## config.mk

```make
export PLATFORM = sky130hd
export DESIGN_NAME = multicycle_control
export DESIGN_NICKNAME = d
export VERILOG_FILES = /design/src/rtl/multicycle_control.sv
export SDC_FILE = /design/constraint.sdc
export NUM_CORES = 1
export LEC_CHECK = 0
export CAP_MARGIN = 30
export CORE_MARGIN = 2
export CORE_UTILIZATION = 40
export DETAILED_ROUTE_END_ITERATION = 10
export HOLD_SLACK_MARGIN = 0.03
export PLACE_DENSITY = 0.73
export SKIP_LAST_GASP = 1
export SLEW_MARGIN = 5
export SYNTH_ARGS = -nofsm -noshare
export SYNTH_HDL_FRONTEND = slang
export SYNTH_SLANG_ARGS = --single-unit
```

## constraint.sdc

```tcl
create_clock -name clk -period 3.2 [get_ports clk]
set_input_delay 0.64 -clock clk [delete_from_list [all_inputs] [get_ports clk]]
set_output_delay 0.64 -clock clk [all_outputs]
set_load 0.02 [all_outputs]
```

## src/rtl/multicycle_control.sv

```systemverilog
// Multicycle MIPS control unit: sequences a shared-memory, single-ALU datapath
// through fetch/decode/execute/memory/writeback, one control word per cycle.
// Handshakes with variable-latency memory, watches for stalled accesses and
// flags illegal opcodes. Optional feature macro: JUMP_EN (adds opcode 2 jump).
module multicycle_control #(
    parameter int MEM_TIMEOUT = 15,   // max stall cycles per memory state, 0 = no watchdog
    parameter int TO_W        = 4     // watchdog width, MEM_TIMEOUT < 2**TO_W
) (
    input  logic       clk,
    input  logic       rst,
    input  logic       run,
    input  logic [5:0] opcode,
    input  logic       zero,
    input  logic       mem_ready,
    output logic       mem_read,
    output logic       mem_write,
    output logic       iord,
    output logic       ir_write,
    output logic       pc_write,
    output logic [1:0] pc_source,
    output logic       alu_src_a,
    output logic [1:0] alu_src_b,
    output logic [1:0] alu_op,
    output logic       reg_dst,
    output logic       mem_to_reg,
    output logic       reg_write,
    output logic       retire,
    output logic [1:0] fault,
    output logic [3:0] state
);

    typedef enum logic [3:0] {
        IDLE   = 4'd0,
        FETCH  = 4'd1,
        DECODE = 4'd2,
        MEMADR = 4'd3,
        MEMRD  = 4'd4,
        MEMWB  = 4'd5,
        MEMWR  = 4'd6,
        EXEC   = 4'd7,
        ALUWB  = 4'd8,
        BRANCH = 4'd9,
        JUMP   = 4'd10,
        FAULT  = 4'd15
    } stateT;

    localparam logic [5:0] OP_RTYPE = 6'd0;
    localparam logic [5:0] OP_LW    = 6'd35;
    localparam logic [5:0] OP_SW    = 6'd43;
    localparam logic [5:0] OP_BEQ   = 6'd4;
    localparam logic [5:0] OP_J     = 6'd2;

    localparam logic [1:0] FAULT_NONE    = 2'b00;
    localparam logic [1:0] FAULT_ILLEGAL = 2'b01;
    localparam logic [1:0] FAULT_TIMEOUT = 2'b10;

    localparam logic [TO_W-1:0] TIMEOUT_VAL = TO_W'(MEM_TIMEOUT);

    stateT           curState;
    stateT           nextState;
    logic [1:0]      faultReg;
    logic [1:0]      faultNext;
    logic [TO_W-1:0] waitCnt;
    logic            memWait;
    logic            timeoutHit;

    // A memory state is stalled whenever the access has not completed yet.
    assign memWait    = (curState inside {FETCH, MEMRD, MEMWR}) && !mem_ready;
    assign timeoutHit = (MEM_TIMEOUT != 0) && memWait && (waitCnt == TIMEOUT_VAL);

    assign state = curState;
    assign fault = faultReg;

    // State, sticky fault code and watchdog counter registers.
    // NOTE: sequential state uses non-blocking assignments so every register
    // samples the values from before the clock edge.
    always_ff @(posedge clk or posedge rst) begin
        if (rst) begin
            curState <= IDLE;
            faultReg <= FAULT_NONE;
            waitCnt  <= '0;
        end else begin
            curState <= nextState;
            faultReg <= faultNext;
            if (nextState != curState) begin
                waitCnt <= '0;
            end else if (memWait && (waitCnt != '1)) begin
                waitCnt <= waitCnt + 1'b1;
            end
        end
    end

    // Next-state selection and per-state control word decode.
    // NOTE: every signal written here gets a default first, so no path can
    // leave one unassigned and infer a latch.
    always_comb begin
        nextState  = curState;
        faultNext  = faultReg;
        mem_read   = 1'b0;
        mem_write  = 1'b0;
        iord       = 1'b0;
        ir_write   = 1'b0;
        pc_write   = 1'b0;
        pc_source  = 2'b00;
        alu_src_a  = 1'b0;
        alu_src_b  = 2'b00;
        alu_op     = 2'b00;
        reg_dst    = 1'b0;
        mem_to_reg = 1'b0;
        reg_write  = 1'b0;
        retire     = 1'b0;

        case (curState)
            IDLE: begin
                if (run) nextState = FETCH;
            end
            FETCH: begin
                mem_read  = 1'b1;
                alu_src_b = 2'b01;
                ir_write  = mem_ready;
                pc_write  = mem_ready;
                if (timeoutHit) begin
                    nextState = FAULT;
                    faultNext = FAULT_TIMEOUT;
                end else if (mem_ready) begin
                    nextState = DECODE;
                end
            end
            DECODE: begin
                alu_src_b = 2'b11;
                case (opcode)
                    OP_RTYPE:     nextState = EXEC;
                    OP_LW, OP_SW: nextState = MEMADR;
                    OP_BEQ:       nextState = BRANCH;
`ifdef JUMP_EN
                    OP_J:         nextState = JUMP;
`endif
                    default: begin
                        nextState = FAULT;
                        faultNext = FAULT_ILLEGAL;
                    end
                endcase
            end
            MEMADR: begin
                alu_src_a = 1'b1;
                alu_src_b = 2'b10;
                nextState = (opcode == OP_LW) ? MEMRD : MEMWR;
            end
            MEMRD: begin
                mem_read = 1'b1;
                iord     = 1'b1;
                if (timeoutHit) begin
                    nextState = FAULT;
                    faultNext = FAULT_TIMEOUT;
                end else if (mem_ready) begin
                    nextState = MEMWB;
                end
            end
            MEMWB: begin
                reg_write  = 1'b1;
                mem_to_reg = 1'b1;
                retire     = 1'b1;
            end
            MEMWR: begin
                mem_write = 1'b1;
                iord      = 1'b1;
                if (timeoutHit) begin
                    nextState = FAULT;
                    faultNext = FAULT_TIMEOUT;
                end else if (mem_ready) begin
                    retire = 1'b1;
                end
            end
            EXEC: begin
                alu_src_a = 1'b1;
                alu_op    = 2'b10;
                nextState = ALUWB;
            end
            ALUWB: begin
                reg_write = 1'b1;
                reg_dst   = 1'b1;
                retire    = 1'b1;
            end
            BRANCH: begin
                alu_src_a = 1'b1;
                alu_op    = 2'b01;
                pc_source = 2'b01;
                pc_write  = zero;
                retire    = 1'b1;
            end
`ifdef JUMP_EN
            JUMP: begin
                pc_source = 2'b10;
                pc_write  = 1'b1;
                retire    = 1'b1;
            end
`endif
            FAULT: begin
                nextState = FAULT;
            end
            default: begin
                nextState = IDLE;
            end
        endcase

        // run is only consulted when an instruction completes.
        if (retire) nextState = run ? FETCH : IDLE;
    end

endmodule

```

==> reports/results.md <==
| Step | Parameter | Reported |
|---|---|---|
| floorplanning | Die footprint | 2930 sq um |
| routing | Number of optimization iterations in the first detailed-route pass | 4 |
| clocking | Clock edge transition at the registers on the reported setup and hold paths | 60 ps |
| grt | First-pass GRT wire length | 3.91 mm |
| critical path | Critical path class | in2out |
| clocking | Number of H-tree branching levels | 1 |
| timing | Fin crit period | 2800 ps |
| timing | Endpoints failing setup | 0 |
| yosys | Syn Std Cell Area | 1010 sq um |
| routing | Final routed DRC violation total | 0 |
| finish | Final-layout fill cell count | 239 |
| timing | Slack of the critical path | 398 ps |
| finish | Most common library cell in the layout ignoring fill and taps | sky130_fd_sc_hd__clkdlybuf4s50_1 |
| clocking | CTS tree | built |
| grt | Residual overflow from global routing | 0 |
| floorplanning | Y dimension of the die | 54.2 microns |
| placed design | Port bufs | 31 |
| pwr | Static leakage | 0.557 nW |
| run status | Result of the run | finished, final reports clean |
| clocking | Post-CTS setup buffer count | 0 |
| clocking | Clock buffers created by TritonCTS | 3 |
| timing | Pins over their slew limit | 0 |
| yosys | Syn avg cell area | 7.56 sq um |
| placed design | GP Congestion | 0.815 |
| critical path | Maximum fanout encountered on the critical timing path | 8 |
| routing | Total number of vias | 1,081 |
| routing | Initial detailed-routing violation count | 14 |
| pwr | Power density over the cells | 830 nW/um^2 |
| critical path | Worst R2R Start | state[0] |
| pwr | Final Power | 1.13 mW |
| placed design | Half-perimeter wire length after placement | 1.97 mm |
| critical path | Register-to-Register Setup Slack | 1270 ps |
| placed design | Placed cell count | 189 |
| timing | Count of endpoints failing hold in the final timing report | 0 |
| placed design | Worst setup timing slack at the placement stage | 415 ps |
| yosys | Number of synthesis warnings | 0 |
| finish | Final cell count without fillers | 193 |
| grt | Via count of the first global-routing pass | 911 |
| finish | Final cell utilization of the core | 56.0% |
| critical path | Worst setup path endpoint | pc_write |
| floorplanning | Die Span X | 54.2 microns |
| critical path | Crit. Startpoint | mem_ready |
| routing | Average detailed-routed wire length per instance | 13.3 microns |
| grt | Antenna violations before repair | 0 |
| finish | Net total in the final layout | 176 |
| timing | RSZ-0062 raised after global routing | false |
| critical path | Capturing point of the worst reg2reg path | waitCnt[1] |
| critical path | Arr. time, crit path | 2160 ps |
| yosys | Number of instances in the synthesized netlist | 133 |
| finish | Layout overhead on the synthesized area | 35.4% |
| timing | Peak Freq | 0.357 GHz |
| yosys | Share of the yosys chip area belonging to registers | 24.9% |
| clocking | Number of cells upsized or downsized after cts | 0 |
| routing | Total wire length after detailed routing | 2.56 mm |
| floorplanning | IO Count | 33 |
| timing | Final period utilization | 87.6% |
| finish | Layout cells sized above 1 | 9.20% |
| timing | Post-Route Setup TNS | 0 ps |
| finish | Diode count | 0 |
| min path | Worst min-delay path class | reg2reg |
| routing | Vias per Instance | 5.60 |
| floorplanning | CORE AREA | 2430 sq um |
| finish | Leading cell types in the layout, fill and taps excluded | sky130_fd_sc_hd__clkdlybuf4s50_1, sky130_fd_sc_hd__nor2_1, sky130_fd_sc_hd__dfrtp_1 |
| run | Number of max-cap violations | 0 |
| yosys | Syn nets | 145 |
| yosys | Number of synthesized register bits | 10 |
| clocking | Library cell used as clock root buffer | sky130_fd_sc_hd__clkbuf_4 |
| clocking | Maximum number of buffers from clock root to sink | 2 |
| routing | Detail Route Antenna Nets | 0 |
| pwr | Worst VDD drop | 528 uV |
| grt | Maximum number of pins on one net before global-route repair | 16 |
| floorplanning | Site row count | 18 |
| critical path | Startpoint type of the worst setup path | input port |
| critical path | Worst Path Required | 2560 ps |
| clocking | CTS sink cnt | 10 |
| timing | Maximum clock skew at final layout | 4.99 ps |
| min path | Worst hold path stage count | 1 |
| grt | Global-route usage over all layers | 18.1% |
| clocking | Clock latency on the worst-skew pair | 270 ps |
| yosys | Number of distinct standard cells referenced by the synthesized netlist | 46 |
| critical path | Critical path endpoint category | primary output |
| floorplanning | Initial Util | 41.4% |
| critical path | Number of cell instances on the worst register-to-register path | 6 |
| clocking | Cts-stage hold buffer count | 0 |
[metal layers]
layer  part of all wire, %  vias to the layer above  global-route usage [%]  wire length [microns]
met5                     0                        -                       0                      0
li1                      -                      538                       -                      -
met1                    48                      500                    24.2                   1220
met3                   5.3                        5                    1.39                    137
met2                    46                       38                    29.5                   1170
met4                   1.3                        0                    7.92                     34
[kinds of logic (layout without fill, tap and decap cells)]
| logic type | after synthesis | after routing | synth area share [%] |
|---|---|---|---|
| AO/OA/AOI/OAI | 34 | 34 | 24.3 |
| flip-flops | 10 | 10 | 24.9 |
| other | 1 | 1 | 0.373 |
| buffers and inverters | 13 | 43 | 7.59 |
| adder cells (fa/ha/maj) | 1 | 1 | 1.24 |
| AND/OR/NAND/NOR | 67 | 67 | 35.1 |
| XOR/XNOR | 4 | 4 | 3.48 |
| multiplexers | 3 | 3 | 3.11 |
[sequential cells by signal (all words and copies together), names as in the netlist]
register,count
fault,2
state,4
waitCnt,4
[worst max-delay path, stage by stage]
cell,delay [ps]
sky130_fd_sc_hd__clkdlybuf4s50_1,610
sky130_fd_sc_hd__and3_1,220
sky130_fd_sc_hd__a21o_1,90
sky130_fd_sc_hd__clkdlybuf4s50_1,590
[cell usage after synthesis, drive strengths merged]
cell | instances | area (sq um)
a21oi | 5 | 25.0
a221oi | 1 | 8.76
nand2 | 8 | 30.0
a2bb2oi | 2 | 23.8
nand2b | 4 | 25.0
ha | 1 | 12.5
nor2b | 5 | 31.3
a31oi | 2 | 12.5
o211ai | 3 | 22.5
inv | 3 | 11.3
o41ai | 2 | 17.5
and3 | 4 | 30.0
a21boi | 2 | 15.0
o21a | 2 | 15.0
a21o | 4 | 30.0
and2 | 1 | 6.26
o22ai | 1 | 12.5
xnor2 | 3 | 26.3
a211oi | 1 | 7.51
nor3 | 9 | 45.0
conb | 1 | 3.75
mux2 | 1 | 11.3
nor2 | 19 | 71.3
dfrtp | 10 | 250
or2 | 2 | 12.5
xor2 | 1 | 8.76
nor4b | 1 | 8.76
buf | 9 | 61.3
o32a | 1 | 10.0
clkbuf | 1 | 3.75
nor3b | 3 | 22.5
a32oi | 1 | 8.76
nand3b | 2 | 15.0
mux2i | 2 | 20.0
o21ai | 7 | 35.0
or4 | 2 | 18.8
nand3 | 6 | 30.0
or3 | 1 | 6.26
[layout make-up]
cell class | count | area [sq um] | area share [%]
clock buffers | 4 | 36.3 | 2.66
well taps | 30 | 37.5 | 2.75
inverters | 3 | 11.3 | 0.826
flip-flops and latches | 10 | 250 | 18.4
repair buffers | 36 | 348 | 25.5
multi-input cells | 110 | 679 | 49.9
[metrics by stage]
step / hold slack, ps / area [sq um]
after global placement: 464 / 1330
after CTS: 489 / 1360
after floorplan: 480 / 1010
final: 483 / 1360
after global routing: 506 / 1360
after detailed placement: 465 / 1330
[worst min-delay path by stage]
stage                         from        to  slack (ps)
after floorplan                rst  fault[0]         480
after global placement    fault[0]  fault[0]         460
after detailed placement  fault[0]  fault[0]         470
after CTS                 fault[0]  fault[0]         490
after global routing      fault[0]  fault[0]         510
final                     fault[0]  fault[0]         480
[report_power, final]
group          switching, mW  internal [mW]
clock                 0.0457         0.0692
sequential            0.0567          0.156
combinational          0.431          0.373
total                  0.533          0.598
No activity file was read; power rests on OpenSTA's default activity.
